### src/rtl/alu_sequencer_pkg.sv
// Shared constants for alu_sequencer: opcodes, instruction field offsets, cond codes, FSM states.
// Optional feature macro used by the top: COND_EXEC_EN.
package alu_sequencer_pkg;

    localparam logic [3:0] OP_NOP = 4'h0;
    localparam logic [3:0] OP_LDI = 4'h1;
    localparam logic [3:0] OP_SUM = 4'h2;
    localparam logic [3:0] OP_SUB = 4'h3;
    localparam logic [3:0] OP_AND = 4'h4;
    localparam logic [3:0] OP_OR  = 4'h5;
    localparam logic [3:0] OP_XOR = 4'h6;
    localparam logic [3:0] OP_NOT = 4'h7;

    // Field offsets above the WIDTH-bit immediate at the bottom of the word
    localparam int RS2_OFS    = 0;
    localparam int RS1_OFS    = 2;
    localparam int RD_OFS     = 4;
    localparam int COND_OFS   = 6;
    localparam int OP_OFS     = 8;
    localparam int INSTR_XTRA = 12;

    localparam logic [1:0] COND_AL = 2'b00;
    localparam logic [1:0] COND_Z  = 2'b01;
    localparam logic [1:0] COND_NZ = 2'b10;
    localparam logic [1:0] COND_C  = 2'b11;

    typedef enum logic [1:0] {
        ST_IDLE = 2'd0,
        ST_EXEC = 2'd1,
        ST_WB   = 2'd2
    } state_t;

    function automatic logic is_alu_op(input logic [3:0] op);
        return (op >= OP_SUM) && (op <= OP_NOT);
    endfunction

endpackage

### src/rtl/alu_sequencer_regfile.sv
// alu_regfile: 4 x WIDTH register file, two async operand reads, async debug read,
// one synchronous write port, synchronous active-high clear.
module alu_regfile #(
    parameter int WIDTH = 8
) (
    input  logic             CLK,
    input  logic             RST,
    input  logic [1:0]       i_rs1_addr,
    input  logic [1:0]       i_rs2_addr,
    input  logic [1:0]       i_dbg_addr,
    output logic [WIDTH-1:0] o_rs1_data,
    output logic [WIDTH-1:0] o_rs2_data,
    output logic [WIDTH-1:0] o_dbg_data,
    input  logic             i_we,
    input  logic [1:0]       i_wr_addr,
    input  logic [WIDTH-1:0] i_wr_data
);

    logic [3:0][WIDTH-1:0] r_regs;

    always_ff @(posedge CLK) begin
        if (RST)
            r_regs <= '0;
        else if (i_we)
            r_regs[i_wr_addr] <= i_wr_data;
    end

    assign o_rs1_data = r_regs[i_rs1_addr];
    assign o_rs2_data = r_regs[i_rs2_addr];
    assign o_dbg_data = r_regs[i_dbg_addr];

endmodule

### src/rtl/alu_sequencer.sv
// alu_sequencer: fetches instructions over valid/ready, drives the alu through EXEC/WB and writes back.
// Define COND_EXEC_EN to gate instructions on the latched flags via the cond field.
module alu_sequencer
    import alu_sequencer_pkg::*;
#(
    parameter int WIDTH = 8
) (
    input  logic                       CLK,
    input  logic                       RST,
    input  logic [WIDTH+INSTR_XTRA-1:0] INSTR,
    input  logic                       INSTR_VALID,
    output logic                       INSTR_READY,
    output logic                       ALU_EN,
    output logic                       ALU_OE,
    output logic [3:0]                 ALU_OPCODE,
    output logic [WIDTH-1:0]           ALU_A,
    output logic [WIDTH-1:0]           ALU_B,
    input  logic [WIDTH-1:0]           ALU_RESULT,
    input  logic                       ALU_CF,
    input  logic                       ALU_ZF,
    input  logic                       ALU_SF,
    input  logic                       ALU_OF,
    output logic [3:0]                 FLAGS,
    output logic                       BUSY,
    input  logic [1:0]                 DBG_ADDR,
    output logic [WIDTH-1:0]           DBG_DATA
);

    state_t                        r_state;
    logic [WIDTH+INSTR_XTRA-1:0]   r_ir;
    logic [3:0]                    r_flags;
    logic                          r_alu_en;
    logic                          r_alu_oe;
    logic [3:0]                    r_opcode;
    logic [WIDTH-1:0]              r_a;
    logic [WIDTH-1:0]              r_b;
    logic                          r_busy;

    logic [3:0]       w_op;
    logic [1:0]       w_cond;
    logic [1:0]       w_rd;
    logic [1:0]       w_ir_rd;
    logic [WIDTH-1:0] w_imm;
    logic [WIDTH-1:0] w_rs1_data;
    logic [WIDTH-1:0] w_rs2_data;
    logic             w_accept;
    logic             w_cond_ok;
    logic             w_in_wb;
    logic             w_we;
    logic [1:0]       w_wr_addr;
    logic [WIDTH-1:0] w_wr_data;
    logic             w_unused;

    assign w_op    = INSTR[WIDTH+OP_OFS +: 4];
    assign w_cond  = INSTR[WIDTH+COND_OFS +: 2];
    assign w_rd    = INSTR[WIDTH+RD_OFS +: 2];
    assign w_imm   = INSTR[WIDTH-1:0];
    assign w_ir_rd = r_ir[WIDTH+RD_OFS +: 2];

    assign INSTR_READY = (r_state == ST_IDLE) && !RST;
    assign w_accept    = INSTR_VALID && INSTR_READY;
    assign w_in_wb     = (r_state == ST_WB);

`ifdef COND_EXEC_EN
    always_comb begin
        w_cond_ok = 1'b1;
        case (w_cond)
            COND_Z:  w_cond_ok = r_flags[2];
            COND_NZ: w_cond_ok = !r_flags[2];
            COND_C:  w_cond_ok = r_flags[3];
            default: w_cond_ok = 1'b1;
        endcase
    end
`else
    assign w_cond_ok = 1'b1;
`endif

    // Write port is shared: LDI at its accept edge, ALU result at the end of WB
    assign w_we      = !RST && (w_in_wb || (w_accept && w_cond_ok && (w_op == OP_LDI)));
    assign w_wr_addr = w_in_wb ? w_ir_rd : w_rd;
    assign w_wr_data = w_in_wb ? ALU_RESULT : w_imm;

    alu_regfile #(.WIDTH(WIDTH)) u_regfile (
        .CLK        (CLK),
        .RST        (RST),
        .i_rs1_addr (INSTR[WIDTH+RS1_OFS +: 2]),
        .i_rs2_addr (INSTR[WIDTH+RS2_OFS +: 2]),
        .i_dbg_addr (DBG_ADDR),
        .o_rs1_data (w_rs1_data),
        .o_rs2_data (w_rs2_data),
        .o_dbg_data (DBG_DATA),
        .i_we       (w_we),
        .i_wr_addr  (w_wr_addr),
        .i_wr_data  (w_wr_data)
    );

    // Operands are captured at accept and held through EXEC and WB so the alu recaptures the same result
    always_ff @(posedge CLK) begin
        if (RST) begin
            r_state  <= ST_IDLE;
            r_ir     <= '0;
            r_flags  <= '0;
            r_alu_en <= 1'b0;
            r_alu_oe <= 1'b0;
            r_opcode <= '0;
            r_a      <= '0;
            r_b      <= '0;
            r_busy   <= 1'b0;
        end else begin
            case (r_state)
                ST_IDLE: begin
                    if (w_accept) begin
                        r_ir <= INSTR;
                        if (w_cond_ok && is_alu_op(w_op)) begin
                            r_state  <= ST_EXEC;
                            r_alu_en <= 1'b1;
                            r_opcode <= w_op;
                            r_a      <= w_rs1_data;
                            r_b      <= w_rs2_data;
                            r_busy   <= 1'b1;
                        end
                    end
                end
                ST_EXEC: begin
                    r_state  <= ST_WB;
                    r_alu_oe <= 1'b1;
                end
                ST_WB: begin
                    r_state  <= ST_IDLE;
                    r_flags  <= {ALU_CF, ALU_ZF, ALU_SF, ALU_OF};
                    r_alu_en <= 1'b0;
                    r_alu_oe <= 1'b0;
                    r_busy   <= 1'b0;
                end
                default: r_state <= ST_IDLE;
            endcase
        end
    end

    assign ALU_EN     = r_alu_en;
    assign ALU_OE     = r_alu_oe;
    assign ALU_OPCODE = r_opcode;
    assign ALU_A      = r_a;
    assign ALU_B      = r_b;
    assign FLAGS      = r_flags;
    assign BUSY       = r_busy;

    assign w_unused = ^{r_ir, w_cond};

endmodule

### config.mk
export PLATFORM = sky130hd
export DESIGN_NAME = alu_sequencer
export DESIGN_NICKNAME = d
export VERILOG_FILES = /design/src/rtl/alu_sequencer_pkg.sv /design/src/rtl/alu_sequencer_regfile.sv /design/src/rtl/alu_sequencer.sv
export SDC_FILE = /design/constraint.sdc
export NUM_CORES = 1
export LEC_CHECK = 0
export CORE_MARGIN = 5
export CORE_UTILIZATION = 53
export DETAILED_ROUTE_END_ITERATION = 16
export GPL_ROUTABILITY_DRIVEN = 0
export GPL_TIMING_DRIVEN = 0
export HOLD_SLACK_MARGIN = 0.06
export PLACE_DENSITY = 0.84
export SYNTH_ARGS = -nofsm -noshare
export SYNTH_HDL_FRONTEND = slang
export SYNTH_SLANG_ARGS = --single-unit
### constraint.sdc
create_clock -name CLK -period 3.1 [get_ports CLK]
set_clock_uncertainty 0.05 [all_clocks]
set_input_delay 0.465 -clock CLK [delete_from_list [all_inputs] [get_ports CLK]]
set_output_delay 0.465 -clock CLK [all_outputs]
set_load 0.02 [all_outputs]
* Word-level counts from Yosys, hierarchy flattened
Cells that the tools add are included.
** Word-level totals
- ROM bits :: 0
- Latch bits :: 0
- Logic and storage cells :: 57
- Register bits after elaboration :: 74
- Memories kept :: 0
- Memory bits (writable) :: 0
** Cells by class
- Muxes and demuxes :: 18
- Shifts and indexed selects :: 0
- $add $sub $neg :: 0
- Eq/ne operators :: 5
- Multiply operators :: 0
- Reductions and logical operators :: 15
- Magnitude comparators :: 7
- Divide/modulo/power cells :: 0
- Bitwise logic cells :: 0
** Operators by type and width (count)
- $bmux 8 s2 :: 3
- $mux 8 :: 5
- $bwmux 32 :: 1
- $demux 8 s2 :: 1
- $lt 2x3->1 const B :: 4
- $logic_and 1x1->1 :: 6
- $mux 2 :: 3
- $reduce_and 3->1 :: 2
- $eq 4x1->1 const B :: 1
- $ge 4x2->1 const B :: 1
- $le 4x3->1 const B :: 1
- $pmux 1 s2 :: 2
- $pmux 2 s2 :: 1
- $reduce_and 2->1 :: 2
- $reduce_bool 2->1 :: 2
- $eq 2x1->1 const B :: 1
- $eq 2x2->1 const B :: 1
- $ge 2x1->1 const B :: 1
- $logic_not 2->1 :: 1
- $mux 1 :: 2
- $ne 2x1->1 const B :: 1
- $ne 2x2->1 const B :: 1
- $logic_not 1->1 :: 1
- $logic_or 1x1->1 :: 1

* Longest topological paths before layout
- Word-level depth :: 7
- Gate-level depth with buffers :: 8

* By module
From an unflattened synthesis, not the netlist that was laid out.
** Second synthesis, totals
- Cell total of the unflattened synthesis :: 299
- Area total of the unflattened synthesis :: 3230.6 sq um
** Modules (own cells, without submodules)
- alu_regfile :: instances 1, cells an instance 146, seq. area each 640.6 sq um, area an instance 1855.5 sq um
- alu_sequencer :: instances 1, cells an instance 153, seq. area each 600.6 sq um, area an instance 1375.1 sq um

* Worst setup path before layout
Ideal clock, no wire load.
- Path type :: in2out
- Start point :: input port DBG_ADDR[0]
- End point :: output port DBG_DATA[0]
- Stages on the path :: 2
- Path buffers :: 1
- Slack :: 1.065 ns
- Arrival time :: 1.520 ns
- Cells stage by stage :: clkbuf_1 mux4_2
** Between the ends
- Word-level cells in the longest chain between the ends :: 2
** Ends and longest elaborated chain
- start, declared :: RTL line alu_sequencer.sv:25 : input logic [1:0] DBG_ADDR,
- $bmux 8 s2 :: RTL line alu_sequencer_regfile.sv:30 : assign o_dbg_data = r_regs[i_dbg_addr];
- $mux 8 (not written as such) :: RTL line alu_sequencer_regfile.sv:30
- end, declared :: RTL line alu_sequencer.sv:26 : output logic [WIDTH-1:0] DBG_DATA
No other way between the ends. The select of a mux whose other input is x is not followed.

* Worst setup path in the final report
- Start point :: input port RST
- End point :: output port INSTR_READY
** Between the ends
- Word-level cells in the longest chain between the ends :: 2
** Ends and longest elaborated chain
- start, declared :: RTL line alu_sequencer.sv:9 : input logic RST,
- $logic_not 1->1 :: RTL line alu_sequencer.sv:60 : assign INSTR_READY = (r_state == ST_IDLE) && !RST;
- $logic_and 1x1->1 :: RTL line alu_sequencer.sv:60
- end, declared :: RTL line alu_sequencer.sv:12 : output logic INSTR_READY,
No other way between the ends.

==> metrics.md <==
| Metric | Value |
|---|---|
| Result of the run | `completed` |
| CTS H-Tree Depth | `3` |
| GRT overflow | `0` |
| Endpoint type of the worst setup path | `output pin` |
| DRC violation total after the first TritonRoute iteration | `about 130` |
| Critical path launch point type | `input port` |
| Yosys warning count | `0` |
| Pin count of the biggest net entering global routing | `13` |
| Number of enable flip-flop cells after synthesis | `0` |
| Tightest slew margin relative to the limit | `0.5200` |
| Die H | `about 86 um` |
| Port-buffer cells | `between 60 and 70` |
| Cell Area, Placed | `~0.0038 sq mm` |
| Number of rows created at floorplan | `27` |
| Worst hold slack | `405.0 ps` |
| Number of optimization iterations in the first detailed-route pass | `4` |
| Worst hold path type | `flop to flop` |
| Total Routing Usage GR | `0.2036` |
| Layout area overhead | `30.48%` |
| Critical path type | `input port to output pin` |
| Final number of setup-violating endpoints | `0` |
| Via count of the first global-routing pass | `2393` |
| Upper clock frequency limit | `about 350 MHz` |
| Routed Antenna Nets | `0` |
| Largest voltage drop on the vdd net | `0.3573 mV` |
| Total power of the final layout | `1968 uW` |
| Ports | `73` |
| Top_reg_cell synth | `sky130_fd_sc_hd__dfxtp_1` |
| Insertion delay of the later-clocked pin in the worst-skew pair | `between 300 and 400 ps` |
| Deepest clock path buffer count | `2` |
| Via Count | `around 2500` |
| Power Dens Cells | `494.5 mW/mm^2` |
| Synth Instances | `between 200 and 300` |
| Minimum clock period | `approximately 2900 ps` |
| DR DRC count | `0` |
| Layout cells sized above 1 | `0.1452` |
| Diode count | `0` |
| TritonCTS Sinks | `62` |
| Highest metal layer used by the detailed router | `met4` |
| Worst flop-to-flop path startpoint | `r_state[0]$_SDFFE_PP0P_` |
| Area of the core | `between 0.005 and 0.006 sq mm` |
| Routed wire length on met3 | `566 um` |
| Async set-or-reset flop fraction in the synthesized netlist | `0` |
| Highest net fanout along the worst path | `10` |
| CTS Buf Count | `9` |
| Final Routed Wirelength | `between 7000 and 8000 um` |
| Number of hold-slack violations in the final timing report | `0` |
| Leakage Power | `0.001375 uW` |
| Number of standard cells in the final layout excluding fillers | `437` |
| # placed instances | `between 400 and 500` |
| Endpoint of the worst-slack reg-to-reg timing path | `u_regfile.r_regs[1]$_SDFFE_PP0P_` |
| Post-route met1 wirelength | `between 3000 and 4000 um` |
| Final max-slew violation count | `0` |
| Clock tree from TritonCTS | `yes` |
| Cell variety after synth | `26` |
| Share of the clock period used by the worst path | `0.9301` |
| Source of the critical timing path | `RST` |
| Post-synth design cell area | `0.003050 sq mm` |
| Average via count per standard cell | `5.606` |
| Die area | `~0.0074 sq mm` |
| CTS clock-pin slew for the worst setup and hold paths | `about 70 ps` |
| Amount of wire on met2 after detailed routing | `~3700 um` |
| Fin area | `0.003980 sq mm` |
| Starting density of the core | `0.5506` |
| Total negative setup slack | `0 ps` |
| Routed wire length per instance | `approximately 17 um` |
| Die width | `85.87 um` |
| Hold-fix buffer count after cts | `0` |
| Final-layout fill cell count | `419` |
| Worst Tran Pin Value | `720.0 ps` |
| HPWL reported at the end of detailed placement | `5324 um` |
| Arr. time, crit path | `between 2000 and 2500 ps` |
| Required time of the worst setup path | `2580 ps` |
| Number of nets in the final layout | `401` |
| Critical path destination | `INSTR_READY` |
| Post-synthesis average cell area | `approximately 11 sq um` |
| Share of synthesized area occupied by flip-flops and latches | `0.4069` |
| Number of antenna violations at the first check in global routing | `0` |
| Worst setup slack for register-to-register paths | `a little under 900 ps` |
| Yosys reg bits | `a little over 60` |
| Library cell used as clock root buffer | `sky130_fd_sc_hd__clkbuf_8` |
| Maxcap violations | `0` |
| Worst r2r path cells | `7` |
| Syn nets | `approximately 330` |
| Setup repair after global routing missed its margin | `no` |
| Global-route wire length before repair | `between 10000 and 15000 um` |
## where the power goes
group	internal [uW]	switching [uW]
combinational	190	216
clock	373	330
sequential	833	26.5
## area by class of cell
| type | count | area (sq um) | share of cell area |
|---|---|---|---|
| multi-input cells | 197 | 1692 | 0.4250 |
| flip-flops and latches | 62 | 1241 | 0.3119 |
| repair buffers | 64 | 640.6 | 0.1610 |
| clock buffers | 9 | 123.9 | 0.03112 |
| plain buffers | 23 | 107.6 | 0.02704 |
| well taps | 72 | 90.09 | 0.02263 |
| clock inverters | 7 | 73.82 | 0.01855 |
| inverters | 3 | 11.26 | 0.002829 |
## layer usage
metal,vias up,global-route usage
li1,1153,-
met1,1194,0.2428
met2,92,0.3504
met3,11,0.05956
met4,0,0.06763
met5,-,0
## registers in the layout, indices dropped and copies added (netlist names)
name              flops
r_state               2
u_regfile.r_regs     32
ALU_OE                1
r_ir                  2
ALU_OPCODE            4
BUSY                  1
ALU_B                 8
FLAGS                 4
ALU_A                 8
## layout by cell type (no fill, tap or decap)
| master | Yosys | final |
|---|---|---|
| sky130_fd_sc_hd__a211oi_1 | 1 | 1 |
| sky130_fd_sc_hd__a21oi_1 | 22 | 22 |
| sky130_fd_sc_hd__a22oi_1 | 1 | 1 |
| sky130_fd_sc_hd__a2bb2oi_2 | 1 | 1 |
| sky130_fd_sc_hd__and4bb_2 | 1 | 1 |
| sky130_fd_sc_hd__buf_1 | 4 | 4 |
| sky130_fd_sc_hd__buf_2 | 7 | 7 |
| sky130_fd_sc_hd__buf_4 | 1 | 1 |
| sky130_fd_sc_hd__buf_6 | 1 | 1 |
| sky130_fd_sc_hd__bufinv_16 | 0 | 1 |
| sky130_fd_sc_hd__clkbuf_1 | 10 | 9 |
| sky130_fd_sc_hd__clkbuf_2 | 0 | 1 |
| sky130_fd_sc_hd__clkbuf_8 | 0 | 9 |
| sky130_fd_sc_hd__clkdlybuf4s50_1 | 0 | 64 |
| sky130_fd_sc_hd__clkinv_2 | 0 | 2 |
| sky130_fd_sc_hd__clkinv_4 | 0 | 2 |
| sky130_fd_sc_hd__clkinvlp_4 | 0 | 1 |
| sky130_fd_sc_hd__dfxtp_1 | 62 | 62 |
| sky130_fd_sc_hd__ha_1 | 4 | 4 |
| sky130_fd_sc_hd__inv_1 | 3 | 3 |
| sky130_fd_sc_hd__inv_6 | 0 | 1 |
| sky130_fd_sc_hd__mux2i_1 | 47 | 47 |
| sky130_fd_sc_hd__mux4_2 | 24 | 24 |
| sky130_fd_sc_hd__nand2_1 | 42 | 42 |
| sky130_fd_sc_hd__nand2b_1 | 32 | 32 |
| sky130_fd_sc_hd__nand3_1 | 4 | 4 |
| sky130_fd_sc_hd__nor2_1 | 8 | 8 |
| sky130_fd_sc_hd__nor2_2 | 1 | 1 |
| sky130_fd_sc_hd__nor2b_1 | 2 | 2 |
| sky130_fd_sc_hd__nor3b_1 | 3 | 3 |
| sky130_fd_sc_hd__nor4b_1 | 1 | 1 |
| sky130_fd_sc_hd__o21ai_0 | 1 | 1 |
| sky130_fd_sc_hd__o41ai_1 | 1 | 1 |
| sky130_fd_sc_hd__or3_1 | 1 | 1 |
## what timing repair did
action / in CTS / in global routing
buffers inserted: 0 / 0
endpoints found under the setup margin: 0 / 1
endpoints found under the hold margin: 0 / 0
resized for setup: 0 / 2
## synth_stat cells (4+ instances only)
cell	n	area, sq um
sky130_fd_sc_hd__nor2_1	8	30.03
sky130_fd_sc_hd__mux2i_1	47	470.5
sky130_fd_sc_hd__ha_1	4	50.05
sky130_fd_sc_hd__nand2b_1	32	200.2
sky130_fd_sc_hd__a21oi_1	22	110.1
sky130_fd_sc_hd__dfxtp_1	62	1241
sky130_fd_sc_hd__nand2_1	42	157.7
sky130_fd_sc_hd__buf_1	4	15.01
sky130_fd_sc_hd__clkbuf_1	10	37.54
sky130_fd_sc_hd__mux4_2	24	540.5
sky130_fd_sc_hd__buf_2	7	35.03
sky130_fd_sc_hd__nand3_1	4	20.02
## metrics by stage
stage / worst slack (ps) / utilization
final: 216.8 / 0.7184
after global placement: 92.27 / 0.6825
after CTS: 53.68 / 0.7182
after detailed placement: 77.38 / 0.6825
after global routing: 135.4 / 0.7184
after floorplan: 1065 / -
## worst max-delay path, stage by stage
cell and delay (ps):
sky130_fd_sc_hd__clkdlybuf4s50_1 540, sky130_fd_sc_hd__clkbuf_1 400, sky130_fd_sc_hd__clkbuf_2 340, sky130_fd_sc_hd__nor2b_1 80, sky130_fd_sc_hd__clkdlybuf4s50_1 540
## worst min path at each step
| stage | startpoint | endpoint | depth (start not counted) |
|---|---|---|---|
| finish | ALU_OPCODE[2]$_SDFFE_PP0P_ | ALU_OPCODE[2]$_SDFFE_PP0P_ | 2 |
| global route | ALU_B[4]$_SDFFE_PP0P_ | ALU_B[4]$_SDFFE_PP0P_ | 2 |
| CTS | ALU_B[6]$_SDFFE_PP0P_ | ALU_B[6]$_SDFFE_PP0P_ | 2 |
| detailed placement | ALU_B[6]$_SDFFE_PP0P_ | ALU_B[6]$_SDFFE_PP0P_ | 2 |
| global placement | r_ir[12]$_SDFFE_PP0P_ | r_ir[12]$_SDFFE_PP0P_ | 2 |
| floorplan | r_ir[12]$_SDFFE_PP0P_ | r_ir[12]$_SDFFE_PP0P_ | 2 |
## logic make-up (layout without fill, tap and decap cells)
kind of cell	Yosys count	in the layout	synth area share
DFF	62	62	0.4069
adders and majority gates	4	4	0.01641
muxes	71	71	0.3314
AOI/OAI and AO/OA	27	27	0.05045
buffers and inverters	26	106	0.03856
and+or+nand+nor	95	95	0.1563
(Power assumes the default switching activity.)
==> patch (same flow settings) <==
`WIDTH` is set to 8 in 2 places; all go to 12.
--- a/src/rtl/alu_sequencer_regfile.sv
+++ b/src/rtl/alu_sequencer_regfile.sv
@@ -1,7 +1,7 @@
 // alu_regfile: 4 x WIDTH register file, two async operand reads, async debug read,
 // one synchronous write port, synchronous active-high clear.
 module alu_regfile #(
-    parameter int WIDTH = 8
+    parameter int WIDTH = 12
 ) (
     input  logic             CLK,
     input  logic             RST,
--- a/src/rtl/alu_sequencer.sv
+++ b/src/rtl/alu_sequencer.sv
@@ -3,7 +3,7 @@
 module alu_sequencer
     import alu_sequencer_pkg::*;
 #(
-    parameter int WIDTH = 8
+    parameter int WIDTH = 12
 ) (
     input  logic                       CLK,
     input  logic                       RST,
Interface: changed (5 resized); port bits go from 73 to 93. No check against the original RTL was run, so the function may have changed too.
==> patch against the original RTL <==
  * Sequential cell count rose by 24
  * Routed wire length rose by 46%
  * Total power rose by 28%
  * Count of clock-buffer cells in the layout rose by 1
  * Fmax fell by 3.2%
  * Die area rose by 34%
  * Cell count rose by 37%
  * Area after synthesis rose by 39%
  * Setup slack got worse by 95 ps
  * Combinational power rose by 23%
  * Final area rose by 38%
  * Largest power group unchanged
==> patch: results <==
[global_route]
grt_pass1_vias = 3380
track_usage_pct = 22.7
grtUsageMet3_pct = 4.21
grt_max_degree = 16
met1_usage_pct = 29.6
grt_pass1_wl_um = 17600
antenna_found_initial = 0
gr-usage-met2_pct = 38.6

[logic_synthesis]
synthMuxAreaShare_pct = 34.6
ys_seq_area_share_pct = 40.5
synth-xor-area-share_pct = 0
synth_compound_area_share_pct = 4.74
synthTopCellsByArea = dfxtp_1 40%, mux4_2 19%, mux2i_1 16%, nand2b_1 7.1%, nand2_1 5.2%
syn_nets = 439
synth_adder_area_share_pct = 1.18
synth_top_family_by_area = multiplexers
syn-mean-instance-area_um2 = 10.9
yosys_warnings = 0
yosysUniqueCellTypes = 26
ys_top_cells_by_count = 86 x dfxtp_1, 66 x mux2i_1, 59 x nand2_1, 48 x nand2b_1, 36 x mux4_2

[placement]
place.detailed.hpwl_um = 8070
post-place-ws_ps = 11.8
place_area_mm2 = 0.00527
port_buffers = 89
placed_cells = 581

[detailed_routing]
drt_iter0_drc = 160
dr_wl_met2_um = 5460
wl_met1_um = 4340
totalWireLength_um = 10700
wl_met3_um = 816
firstDrtPassIters = 4
drt-vias-per-instance = 5.55

[clock_network]
cts_htree_levels = 3
cts_max_path_buffers = 2
cts_root_buffer = clkbuf_8
clkTransAtPathRegs_ps = 90
insertion_delay_ps = 360

[critical_path]
path_max_fanout = 10
rr_worst_depth = 8
crit_start = DBG_ADDR[1]
crit_arrival_ps = 2460

[pwr]
ir_worst_vdd_mv = 0.283
power_leakage_nw = 1.88

[run_status]
status = finished, final reports clean

[cells_and_area]
nFillCells = 589
final_layout_size_suffix_gt1_share_pct = 14.3
num-nets-final = 539
largest_reg_flops = 48
area_delta_synth_final_pct = 28.9
finalNonFillerCells = 597
diodes = 0

[worst_hold_path]
hold_class = reg -> reg
min_from = ALU_OPCODE[0]$_SDFFE_PP0P_

[sta]
slew_headroom_pct = 43.4
==> patch: cell types whose count changed in the layout (fill, tap and decap cells not counted), sizes merged, moves of 2 or more <==
cell,unedited run,this run
clkinv,4,2
a21oi,22,32
mux2i,47,66
nand2b,32,48
clkdlybuf4s50,64,89
clkbuf,19,28
dfxtp,62,86
nand2,42,59
o21ai,1,3
mux4,24,36
==> patch: worst paths after layout <==
kind                                                          to  slack (ps)
worst max register to register  u_regfile.r_regs[9]$_SDFFE_PP0P_         480
worst min-delay path                  ALU_OPCODE[0]$_SDFFE_PP0P_         410
worst min register to register        ALU_OPCODE[0]$_SDFFE_PP0P_         410
worst max-delay path                                 DBG_DATA[4]         120
==> patch: cell families after synthesis <==
kind of cell / Yosys count
compound gates: 38
fa+ha+maj: 4
buf+inv: 34
flops: 86
mux: 102
simple gates: 126
==> patch: power by group <==
group,internal (mW),switching (mW)
Combinational,0.233,0.265
Clock,0.400,0.429
Sequential,1.15,0.0324
Total,1.78,0.726
==> patch: final cells by class <==
| class | instances | share of cell area (%) |
|---|---|---|
| sequential | 86 | 31.4 |
| multi-input combinational | 270 | 43.2 |
| tap | 102 | 2.33 |
| inverter | 3 | 0.205 |
| buffer | 31 | 2.85 |
| timing repair buffer | 89 | 16.3 |
| clock inverter | 6 | 1.26 |
| clock buffer | 10 | 2.51 |
==> patch: timing repair <==
| item | 4_1_cts | 5_1_grt |
|---|---|---|
| hold buffers | 0 | 0 |
| gates resized for setup | 0 | 2 |
| setup endpoints to repair | 0 | 9 |
| hold endpoints to repair | 0 | 0 |
==> patch: critical path, stage by stage <==
cell and delay (ps):
clkdlybuf4s50_1 560, clkbuf_4 320, mux4_2 550, clkdlybuf4s50_1 560
